`config.mk`:
```
export PLATFORM = sky130hd
export DESIGN_NAME = screen_offset_ctrl
export DESIGN_NICKNAME = d
export VERILOG_FILES = /design/src/rtl/screen_offset_ctrl.sv
export SDC_FILE = /design/constraint.sdc
export NUM_CORES = 1
export LEC_CHECK = 0
export BUFFER_PORTS_ARGS = -buffer_cell sky130_fd_sc_hd__buf_2
export CAP_MARGIN = 30
export CORE_MARGIN = 2
export CORE_UTILIZATION = 58
export CTS_BUF_LIST = sky130_fd_sc_hd__clkbuf_4 sky130_fd_sc_hd__clkbuf_8
export DETAILED_ROUTE_END_ITERATION = 10
export GPL_TIMING_DRIVEN = 0
export PLACE_DENSITY = 0.79
export SKIP_LAST_GASP = 1
export SYNTH_ARGS = -nofsm -noshare
export SYNTH_HDL_FRONTEND = slang
export SYNTH_SLANG_ARGS = --single-unit
```
`constraint.sdc`:
```
create_clock -name clk -period 2.3 [get_ports clk]
set_input_delay 0.115 -clock clk [delete_from_list [all_inputs] [get_ports clk]]
set_output_delay 0.115 -clock clk [all_outputs]
set_load 0.02 [all_outputs]
```
`src/rtl/screen_offset_ctrl.sv`:
```
// -----------------------------------------------------------------------------
// screen_offset_ctrl
//   Push-button front end for the adjustable-position VGA core. Raw keys are
//   synchronised and debounced, then key[0] toggles between horizontal and
//   vertical adjust and key[1]/key[2] step the selected offset down/up with
//   saturation. Requested offsets are committed to the outputs only on
//   frame_start, so the picture never shifts mid-frame.
//
//   Optional feature macro: SCREEN_AUTOREPEAT_EN
//     When defined, holding key[1] or key[2] auto-repeats the step after
//     REPEAT_DELAY cycles and then every REPEAT_PERIOD cycles.
//
// Ports
//   clk          in   pixel clock
//   rst_n        in   synchronous reset, active-low
//   key[2:0]     in   raw keys, active-low: [0] mode, [1] left/up, [2] right/down
//   frame_start  in   one-cycle pulse at start of vertical blanking
//   mode         out  0 = horizontal adjust, 1 = vertical adjust
//   h_offset     out  committed signed horizontal offset (+ = right)
//   v_offset     out  committed signed vertical offset (+ = down)
//   pending      out  a requested offset is not yet committed
// -----------------------------------------------------------------------------
module screen_offset_ctrl #(
  parameter int DEBOUNCE_CYCLES = 250_000,
  parameter int OFF_W           = 8,
  parameter int H_MAX           = 64,
  parameter int V_MAX           = 48,
  parameter int STEP            = 1,
  parameter int REPEAT_DELAY    = 12_500_000,
  parameter int REPEAT_PERIOD   = 2_500_000
) (
  input  logic                    clk,
  input  logic                    rst_n,
  input  logic [2:0]              key,
  input  logic                    frame_start,
  output logic                    mode,
  output logic signed [OFF_W-1:0] h_offset,
  output logic signed [OFF_W-1:0] v_offset,
  output logic                    pending
);

  localparam int CW = $clog2(DEBOUNCE_CYCLES + 1);

  localparam logic signed [OFF_W:0] H_LIM  = (OFF_W+1)'(H_MAX);
  localparam logic signed [OFF_W:0] V_LIM  = (OFF_W+1)'(V_MAX);
  localparam logic signed [OFF_W:0] STEP_W = (OFF_W+1)'(STEP);

  // Input conditioning: sync chain, debounced level (1 = released), press pulse
  logic [2:0]    sync1, sync2;
  logic [2:0]    db;
  logic [2:0]    press;
  logic [CW-1:0] db_cnt [3];

  always_ff @(posedge clk) begin
    if (!rst_n) begin
      sync1 <= '1;
      sync2 <= '1;
      db    <= '1;
      press <= '0;
      for (int unsigned i = 0; i < 3; i++) db_cnt[i] <= '0;
    end else begin
      sync1 <= key;
      sync2 <= sync1;
      for (int unsigned i = 0; i < 3; i++) begin
        press[i] <= 1'b0;
        if (sync2[i] == db[i]) begin
          db_cnt[i] <= '0;
        end else if (db_cnt[i] == CW'(DEBOUNCE_CYCLES - 1)) begin
          db_cnt[i] <= '0;
          db[i]     <= sync2[i];
          press[i]  <= ~sync2[i];
        end else begin
          db_cnt[i] <= db_cnt[i] + 1'b1;
        end
      end
    end
  end

  logic rpt_up, rpt_dn;

`ifdef SCREEN_AUTOREPEAT_EN
  localparam int RW = $clog2(((REPEAT_DELAY > REPEAT_PERIOD) ? REPEAT_DELAY : REPEAT_PERIOD) + 1);

  logic          held_up, held_dn;
  logic          rpt_armed;
  logic [RW-1:0] rpt_cnt;

  // Exactly one of the step keys held; both held suppresses repeats.
  assign held_up = ~db[2] &  db[1];
  assign held_dn = ~db[1] &  db[2];

  // Counter starts on the cycle the key is seen pressed (same cycle as the
  // press pulse is registered), so the first repeat lands REPEAT_DELAY after
  // the press step and later ones every REPEAT_PERIOD.
  always_ff @(posedge clk) begin
    if (!rst_n || !(held_up || held_dn) || press[0]) begin
      rpt_cnt   <= '0;
      rpt_armed <= 1'b0;
      rpt_up    <= 1'b0;
      rpt_dn    <= 1'b0;
    end else begin
      rpt_up  <= 1'b0;
      rpt_dn  <= 1'b0;
      rpt_cnt <= rpt_cnt + 1'b1;
      if (!rpt_armed && rpt_cnt == RW'(REPEAT_DELAY - 1)) begin
        rpt_armed <= 1'b1;
        rpt_cnt   <= '0;
        rpt_up    <= held_up;
        rpt_dn    <= held_dn;
      end else if (rpt_armed && rpt_cnt == RW'(REPEAT_PERIOD - 1)) begin
        rpt_cnt <= '0;
        rpt_up  <= held_up;
        rpt_dn  <= held_dn;
      end
    end
  end
`else
  assign rpt_up = 1'b0;
  assign rpt_dn = 1'b0;
`endif

  // Step direction; opposing requests in the same cycle cancel.
  logic step_up, step_dn;
  always_comb begin
    step_up = press[2] | rpt_up;
    step_dn = press[1] | rpt_dn;
    if (step_up && step_dn) begin
      step_up = 1'b0;
      step_dn = 1'b0;
    end
  end

  // Widened by one bit so the add/subtract cannot wrap before clamping.
  function automatic logic signed [OFF_W-1:0] step_sat(
    input logic signed [OFF_W-1:0] cur,
    input logic                    up,
    input logic                    dn,
    input logic signed [OFF_W:0]   lim
  );
    logic signed [OFF_W:0] w;
    w = {cur[OFF_W-1], cur};
    if (up)      w = w + STEP_W;
    else if (dn) w = w - STEP_W;
    if (w > lim)       w = lim;
    else if (w < -lim) w = -lim;
    return w[OFF_W-1:0];
  endfunction

  logic signed [OFF_W-1:0] req_h, req_v;

  always_ff @(posedge clk) begin
    if (!rst_n) begin
      mode     <= 1'b0;
      req_h    <= '0;
      req_v    <= '0;
      h_offset <= '0;
      v_offset <= '0;
      pending  <= 1'b0;
    end else begin
      if (press[0]) mode <= ~mode;
      // Step uses the mode before any toggle in this same cycle.
      if (!mode) req_h <= step_sat(req_h, step_up, step_dn, H_LIM);
      else       req_v <= step_sat(req_v, step_up, step_dn, V_LIM);
      // Commit takes the pre-step request; a coincident step waits a frame.
      if (frame_start) begin
        h_offset <= req_h;
        v_offset <= req_v;
      end
      pending <= (req_h != h_offset) || (req_v != v_offset);
    end
  end

endmodule

```
After elaboration in Yosys (flattened, before gate mapping):

Memory sizes are Yosys's and may differ from the RTL's.
Index checks and enable logic that the tools add are counted.

* multiplexer cells: 57
* shifts and indexed selects: 0
* $lt $le $gt $ge: 4
* equality and inequality tests: 8
* bitwise operators: 20
* reduce and logical (&&, ||, !) cells: 8
* add/sub/neg operators: 7
* multiply operators: 0
* div/mod/pow operators: 0

Operator list (number)
* $mux 18: 9
* $mux 9: 8
* $add 18x1->18 const B: 3
* $eq 18x18->1 const B: 3
* $mux 1: 36
* $mux 8: 4
* $add 8x2->9 const B: 2
* $lt 9x7->1 const B: 2
* $sub 8x2->9 const B: 2
* $ne 8x8->1: 2
* $not 1->1: 11
* $gt 9x7->1 const B: 1
* $gt 9x8->1 const B: 1
* $or 1x1->1: 9
* $reduce_or 3->1: 3
* $reduce_and 2->1: 3
* $eq 1x1->1: 3
* $logic_and 1x1->1: 1
* $logic_or 1x1->1: 1

* register bits: 46
* memory bits (read-only): 0
* memories: 1
* bits in writable memories: 54
* word-level logic and storage cells: 119
* bits in latches: 0

Memories
* db_cnt: depth 3, width 18, rd ports 3, clocked after memory_dff 0, wr ports 3, RTL line 52 `logic [CW-1:0] db_cnt [3];`

Depth between registers and ports, before layout:

Gate-level depths: netlist of the first run.

* depth after elaboration: 9
* mapped depth: 10

Least setup slack after synthesis of the first run:

No wires, ideal clock.

* path kind: register to register
* from: register req_v[0]
* to: register req_v[4]
* stages on the path, launching flop included: 10
* library setup time: 120 ps
* clock period less this slack: 2515 ps
* slack: -215 ps
* data required time: 2180 ps
* arrival: 2395 ps
* cells stage by stage: dfxtp_1 clkbuf_1 inv_1 ha_1 a22oi_2 nor4_1 a311o_1 or4_4 o31a_2 o31a_1

* longest elaborated chain between the ends: 8

Ends and longest elaborated chain
* start: declaration: RTL line 149 `logic signed [OFF_W-1:0] req_h, req_v;`
* start signal: assignment: RTL line 163 `else req_v <= step_sat(req_v, step_up, step_dn, V_LIM);`
* $sub 8x2->9: RTL line 143 `else if (dn) w = w - STEP_W;`
* $mux 9: RTL line 143
* $mux 9 *: RTL line 142 `if (up) w = w + STEP_W;`
* $mux 9 *: RTL line 162 `if (!mode) req_h <= step_sat(req_h, step_up, step_dn, H_LIM);`
* $mux 9 *: RTL line 152 `if (!rst_n) begin`
* $lt 9x7->1: RTL line 145 `else if (w < -lim) w = -lim;`
* $mux 8: RTL line 145
* $mux 8 *: RTL line 144 `if (w > lim) w = lim;`

Mark *: on every way between the ends. The rest lies on a longest branch, timed or not. The select of a mux whose other input is x is not followed.
A chain may end at the register's enable or synchronous reset.

Final worst setup path of the first run:

* from: register press[2]
* to: register req_v[4]

* longest elaborated chain between the ends: 9

Ends and longest elaborated chain
* start: declaration: RTL line 51 `logic [2:0] press;`
* start signal: indexed assignment: RTL line 71 `press[i] <= ~sync2[i];`
* $logic_and 1x1->1: RTL line 127 `if (step_up && step_dn) begin`
* $mux 1: RTL line 127
* $mux 9: RTL line 143
* $mux 9 *: RTL line 142
* $mux 9 *: RTL line 162
* $mux 9 *: RTL line 152
* $lt 9x7->1: RTL line 145
* $mux 8: RTL line 145
* $mux 8 *: RTL line 144

Marks and branches as above.

==> results of run 1 <==
## stage by stage
stage | hold WS (ns) | setup TNS, ns | instance area, sq um
6_report | 0.285 | -0.538 | 6710
3_5_place_dp | 0.303 | -5.81 | 6110
4_1_cts | 0.286 | -0.434 | 6570
5_1_grt | 0.303 | -1.09 | 6710
2_1_floorplan | 0.216 | -0.118 | 5840
3_3_place_gp | 0.294 | -4.43 | 6110
## power breakdown
group | leakage (uW) | internal, uW | switching, uW
Clock | 0.000116 | 646 | 633
Sequential | 0.000935 | 1930 | 51.6
Combinational | 0.00147 | 110 | 160
## worst min-delay path by stage
stage	from	to	slack, ns	cells after the start
detailed placement	key[0]	sync1[0]	0.30	2
finish	frame_start	v_offset[3]	0.29	3
global placement	key[0]	sync1[0]	0.29	2
global route	frame_start	v_offset[0]	0.30	3
floorplan	key[0]	sync1[0]	0.22	1
CTS	frame_start	v_offset[3]	0.29	3
## kinds of logic (layout without fill, tap and decap cells)
| family | count (synthesis) | count (layout) | share of synthesized area, % |
|---|---|---|---|
| other | 1 | 54 | 0.0668 |
| DFF | 100 | 100 | 45.3 |
| and+or+nand+nor | 271 | 271 | 24.3 |
| adders and majority gates | 7 | 7 | 1.56 |
| buffers and inverters | 51 | 106 | 3.59 |
| xor gates and xnor gates | 75 | 75 | 11.7 |
| muxes | 20 | 20 | 3.56 |
| AOI/OAI and AO/OA | 78 | 78 | 9.96 |
## sequential cells by signal (all words and copies together), names as in the netlist, 8 cells and up
register and flops:
db_cnt 54, h_offset 8, req_h 8, req_v 8
v_offset 8
## area by class of cell
| cell class | count | share of cell area [%] |
|---|---|---|
| tap | 129 | 2.40 |
| clock inverter | 5 | 1.27 |
| multi-input combinational | 505 | 48.1 |
| inverter | 15 | 0.839 |
| clock buffer | 11 | 2.07 |
| sequential | 100 | 38.2 |
| buffer | 26 | 2.14 |
| timing repair buffer | 49 | 4.98 |
## worst max-delay path, cell delays in order (launching register included)
cell and delay (ns):
dfxtp_4 0.44, and4b_2 0.33, buf_4 0.13, nand3_2 0.08, o21ai_1 0.23, xnor2_2 0.15, or4_4 0.60, o31a_4 0.15
o31a_1 0.26
## placed cells by master, fill, tap and decap left out, types with 4 or more instances in the layout
cell	instances
nor2_1	96
edfxtp_1	54
conb_1	54
nand2_1	43
xnor2_1	41
nand3_1	40
dfxtp_1	38
xor2_1	32
buf_2	22
buf_4	22
mux2i_1	20
clkbuf_1	16
a21oi_1	14
nor3_1	14
nand4_1	13
inv_1	11
o21ai_0	11
clkbuf_8	11
nand2b_1	9
and3_1	8
nor4_1	6
buf_6	6
o21ai_1	4
or4_1	4
a31oi_1	4
inv_2	4
ha_1	4
dfxtp_4	4
dfxtp_2	4
## metal layers
metal	global-route usage (%)	share of wire, %	routed length, microns
met4	7.18	2.0	255
met3	5.20	6.7	863
met2	43.5	48	6230
met5	0	0	0
met1	33.0	43	5510
## repair_timing
item / CTS / global route
hold buffers: 3 / 0
pin swaps: 13 / 9
setup endpoints to repair: 30 / 41
setup buffers: 16 / 9
endpoints found under the hold margin: 3 / 0
resized for setup: 35 / 32
==> run summary, run 1 <==
final setup violation count -> 6
wire length per cell -> 15.3 microns
Critical Path End -> req_v[4]
fin cells -> 840
Num CTS Buffers -> 9
setup ws final -> -0.181 ns
Residual DRC -> 0
Post-synth EDFFs -> 54
fmax -> 403 MHz
worst-case vdd ir drop -> 0.000496 V
number of DRC markers in iteration 0 -> 261
I/O Pins -> 24
register bit count reported by yosys -> 100
Die Wd -> 102 microns
largest net degree at the start of global routing -> 17
CTS sink cnt -> 100
initial core utilization -> 60.2%
ANT cells -> 0
top post-synthesis cells by area -> edfxtp_1, dfxtp_1, xnor2_1, nor2_1, xor2_1
vias in the first global route -> 4514
Crit Path Class -> flop to flop
Max-Cap Viols -> 0
failing checks -> negative setup slack
Worst Skew -> 0.0175 ns
Worst-path clk slew -> 0.11 ns
height of the die -> 102 microns
Yosys top cell by area -> edfxtp_1
Worst-Margin Slew -> 0.900 ns
post-synth cell types -> 70
critical path peak fanout -> 10
r2r setup slk -> -0.18 ns
Startpoint Class -> flop
share of layout cells above drive strength 1 -> 16.2%
ys flop type -> edfxtp_1
num rows -> 35
DRT Pass-1 Iters -> 8
clk root buf -> clkbuf_8
routability congestion estimate -> 0.893
first-pass GRT wire length -> 21000 microns
CTS tree -> built
Layout Nets -> 719
Cells after Synth -> 603
Port Buffers -> 21
Period minus WS final -> 2.48 ns
final wirelength -> 12900 microns
Synth top cells by count -> nor2_1, edfxtp_1, dfxtp_1, nand2_1, xnor2_1
WP data arrival -> 2.73 ns
antenna violations before repair -> 0
Multi-input gate area -> 3230 sq um
Seq/Total Area, Yosys -> 45.3%
relative slew slack -> 40.0%
Via Count -> 4796
Clock Latency Late Sink -> 0.37 ns
RSZ-0062 raised after global routing -> yes
period utilization -> 108%
fillcell total -> 712
Cells after DPL -> 806
syn_area_per_cell -> 9.31 sq um
R2R Path Start -> press[2]
WP data required -> 2.54 ns
Max clock buf depth -> 2
post-synth top area share -> 28.9%
FF-to-FF path depth -> 8
power density over the cells -> 526 nW/um^2
grt total ovfl -> 0
area grow syn2layout -> 19.5%
die area -> 10500 sq um
outcome -> finished, violations left
Hold Fails Final Rpt -> 0
sequential cell area -> 2560 sq um
Leakage Power -> 0.00253 uW
worst hold path class -> primary input to flop
Power Total -> 3530 uW
routed vias/inst -> 5.71
reg-to-reg endpoint -> req_v[4]
Core Region -> 9330 sq um
Detail Route Antenna Nets -> 0
H-Tree Depth -> 3
GRT Total Usage -> 25.5%
Mapped Area -> 5620 sq um
Crit. Startpoint -> press[2]
Slew Viols, Final -> 0
fin util -> 72.0%
DP Worst Slack -> -0.463 ns
fraction of registers with async set or reset after synthesis -> 0%
DP HPWL -> 8970 microns
Synthesis Warnings -> 0
most common cell in the netlist -> nor2_1
Critical Path Sink Type -> flop
No activity file was read; power rests on OpenSTA's default activity.
==> run 2, diff against run 1 <==
Settings changed: ABC_AREA from default to 1, CAP_MARGIN 30 to default.
Clock period 2.3 ns to 2 ns, I/O delays scaled along.
==> run 2 against run 1 <==
Effect of this change:
- first-iteration DRC count fell by 5.4%
- synthesized area fell by 0.42%
- sequential power rose by 16%
- register-to-register slack improved by 0.13 ns
- synthesized cell count rose by 15%
- the flow still finishes with violations (negative setup slack)
- total power rose by 12%
- clock power rose by 11%
- maximum frequency rose by 21%
- clock skew fell by 0.0050 ns
- sequential share of layout area rose by 0.32 points
- combinational power fell by 5%
==> run summary, run 2 <==
outcome -> finished, violations left
failing checks -> negative setup slack
fraction of registers with async set or reset after synthesis -> 0%
largest net degree at the start of global routing -> 17
Seq/Total Area, Yosys -> 45.5%
reg-to-reg endpoint -> db_cnt[2][17]
area grow syn2layout -> 18.6%
Port Buffers -> 23
Residual DRC -> 0
fin cells -> 939
clk root buf -> clkbuf_8
register bit count reported by yosys -> 100
routed vias/inst -> 5.26
fmax -> 488 MHz
Crit. Startpoint -> db_cnt[2][1]
critical path peak fanout -> 4
DP HPWL -> 8750 microns
ys flop type -> edfxtp_1
max reg flops -> 54
compound-gate portion of the synthesized area -> 10.8%
Max-Cap Viols -> 0
Leakage Power -> 0.00284 uW
most common cell in the netlist -> nand2_1
Gate power share -> 6.5%
Slew Viols, Final -> 0
Hold Path End -> h_offset[7]
CTS tree -> built
Core Region -> 9280 sq um
worst-case vdd ir drop -> 0.000448 V
commonest non-fill, non-tap cell in the layout -> nand2_1
worst hold path class -> primary input to flop
num rows -> 35
final instance area -> 6630 sq um
WP data required -> 2.12 ns
die area -> 10400 sq um
Startpoint Class -> flop
I/O Pins -> 24
Critical Path Sink Type -> flop
post-synth top area share -> 29.0%
Post-synth EDFFs -> 54
clock share of power -> 35.8%
routability congestion estimate -> 0.912
WP data arrival -> 2.17 ns
Yosys top cell by area -> edfxtp_1
syn_area_per_cell -> 8.06 sq um
H-Tree Depth -> 3
wire length per cell -> 13.0 microns
relative slew slack -> 64.6%
post-synthesis mux area share -> 0%
DP Worst Slack -> -0.168 ns
FF-to-FF path depth -> 11
GRT Total Usage -> 23.5%
Clock Latency Late Sink -> 0.36 ns
adder-cell share of the synthesized area -> 1.57%
period utilization -> 102%
Reg power frac -> 57.7%
register name with the most flops -> db_cnt
internal power -> 3020 uW
Hold Fails Final Rpt -> 0
share of layout cells above drive strength 1 -> 19.4%
Worst-Margin Slew -> 0.532 ns
first-pass GRT wire length -> 19900 microns
Synth top cells by count -> nand2_1, nor2_1, inv_1, edfxtp_1, a21oi_1
Period minus WS final -> 2.05 ns
power density over the cells -> 598 nW/um^2
setup ws final -> -0.0497 ns
Synth Area in Simple Gates -> 30.7%
Layout Nets -> 818
setup TNS -> -0.0497 ns
grt total ovfl -> 0
combinational family with the most area after synthesis -> simple AND/OR/NAND/NOR gates
Max clock buf depth -> 2
post-synth cell types -> 48
P_sw -> 944 uW
Cells after DPL -> 899
Synthesis Warnings -> 0
top post-synthesis cells by area -> edfxtp_1, dfxtp_1, nand2_1, nor2_1, inv_1
xor/xnor share of the synthesized area -> 4.38%
number of DRC markers in iteration 0 -> 247
Hold Path Origin -> frame_start
Crit Path Class -> flop to flop
ANT cells -> 0
R2R Path Start -> db_cnt[2][1]
sw frac -> 23.8%
vias in the first global route -> 4594
antenna violations before repair -> 0
CTS sink cnt -> 100
final setup violation count -> 1
Worst-path clk slew -> 0.10 ns
Die Wd -> 102 microns
initial core utilization -> 60.2%
Mapped Area -> 5590 sq um
Cells after Synth -> 694
r2r setup slk -> -0.05 ns
DRT Pass-1 Iters -> 5
height of the die -> 102 microns
Area after DPL -> 6070 sq um
Detail Route Antenna Nets -> 0
Power Total -> 3970 uW
Via Count -> 4942
RSZ-0062 raised after global routing -> yes
Num CTS Buffers -> 9
final wirelength -> 12200 microns
Worst Hold Depth -> 3
most frequent cells in the layout -> nand2_1, inv_1, nor2_1
Worst Skew -> 0.0125 ns
==> run 2: cells by family after synthesis <==
family,after synthesis
flops,100
simple gates,350
xor+xnor,28
buf+inv,99
fa+ha+maj,7
other cells,1
compound gates,109
==> run 2: cell type report <==
class,count,area (sq um)
clock inverters,7,91.3
clock buffers,9,124
well taps,129,161
repair buffers,47,307
plain buffers,15,100
fillers,760,2650
inverters,84,318
flip-flops and latches,100,2550
multi-input cells,548,2980
==> run 2: through the flow <==
stage	util (%)	hold WS, ns
after detailed placement	65.4	0.291
after CTS	68.6	0.0659
after global routing	71.4	0.0967
after global placement	65.4	0.289
final	71.4	0.0773
after floorplan	-	0.207
==> run 2: power groups by stage <==
stage | logic, uW | clock network [uW] | registers (uW)
finish | 257 | 1420 | 2290
global route | 291 | 1510 | 2300
global placement | 215 | 0 | 2330
floorplan | 141 | 0 | 2350
CTS | 236 | 1440 | 2290
detailed placement | 220 | 0 | 2340
==> run 2: worst max-delay path: stages, from the launching register on <==
cell and delay [ns]:
edfxtp_1 0.38, buf_4 0.13, nand4_2 0.13, nor2_2 0.19
nand2_2 0.11, nor3_2 0.21, nand2_1 0.15, nor2_2 0.13
nand2_1 0.08, nor2_2 0.10, nand2_1 0.05, nor3b_2 0.15
==> run 2: routing by layer <==
| layer | vias to the layer above | track usage [%] | share of wire [%] |
|---|---|---|---|
| met5 | - | 0 | 0 |
| met4 | 0 | 6.26 | 1.2 |
| met3 | 16 | 4.31 | 4.9 |
| met2 | 145 | 39.9 | 50 |
| met1 | 2286 | 31.0 | 44 |
| li1 | 2495 | - | - |
==> run 2: worst max path at each step <==
stage / to / slack, ns / depth (start not counted)
6_report: db_cnt[2][17] / -0.05 / 11
5_1_grt: db_cnt[2][17] / -0.13 / 11
4_1_cts: db_cnt[2][11] / 0.002 / 10
3_5_place_dp: db_cnt[2][11] / -0.17 / 10
3_3_place_gp: db_cnt[2][10] / -0.10 / 10
2_1_floorplan: db_cnt[2][10] / 0.17 / 10
==> run 2: what timing repair did <==
action                     in CTS  in global routing
pin swaps                       1                 14
hold endpoints to repair        3                  0
gates resized for setup         8                 42
hold buffers                    3                  0
setup buffers                   4                 16
setup endpoints to repair      39                 53
gates cloned                    0                  1
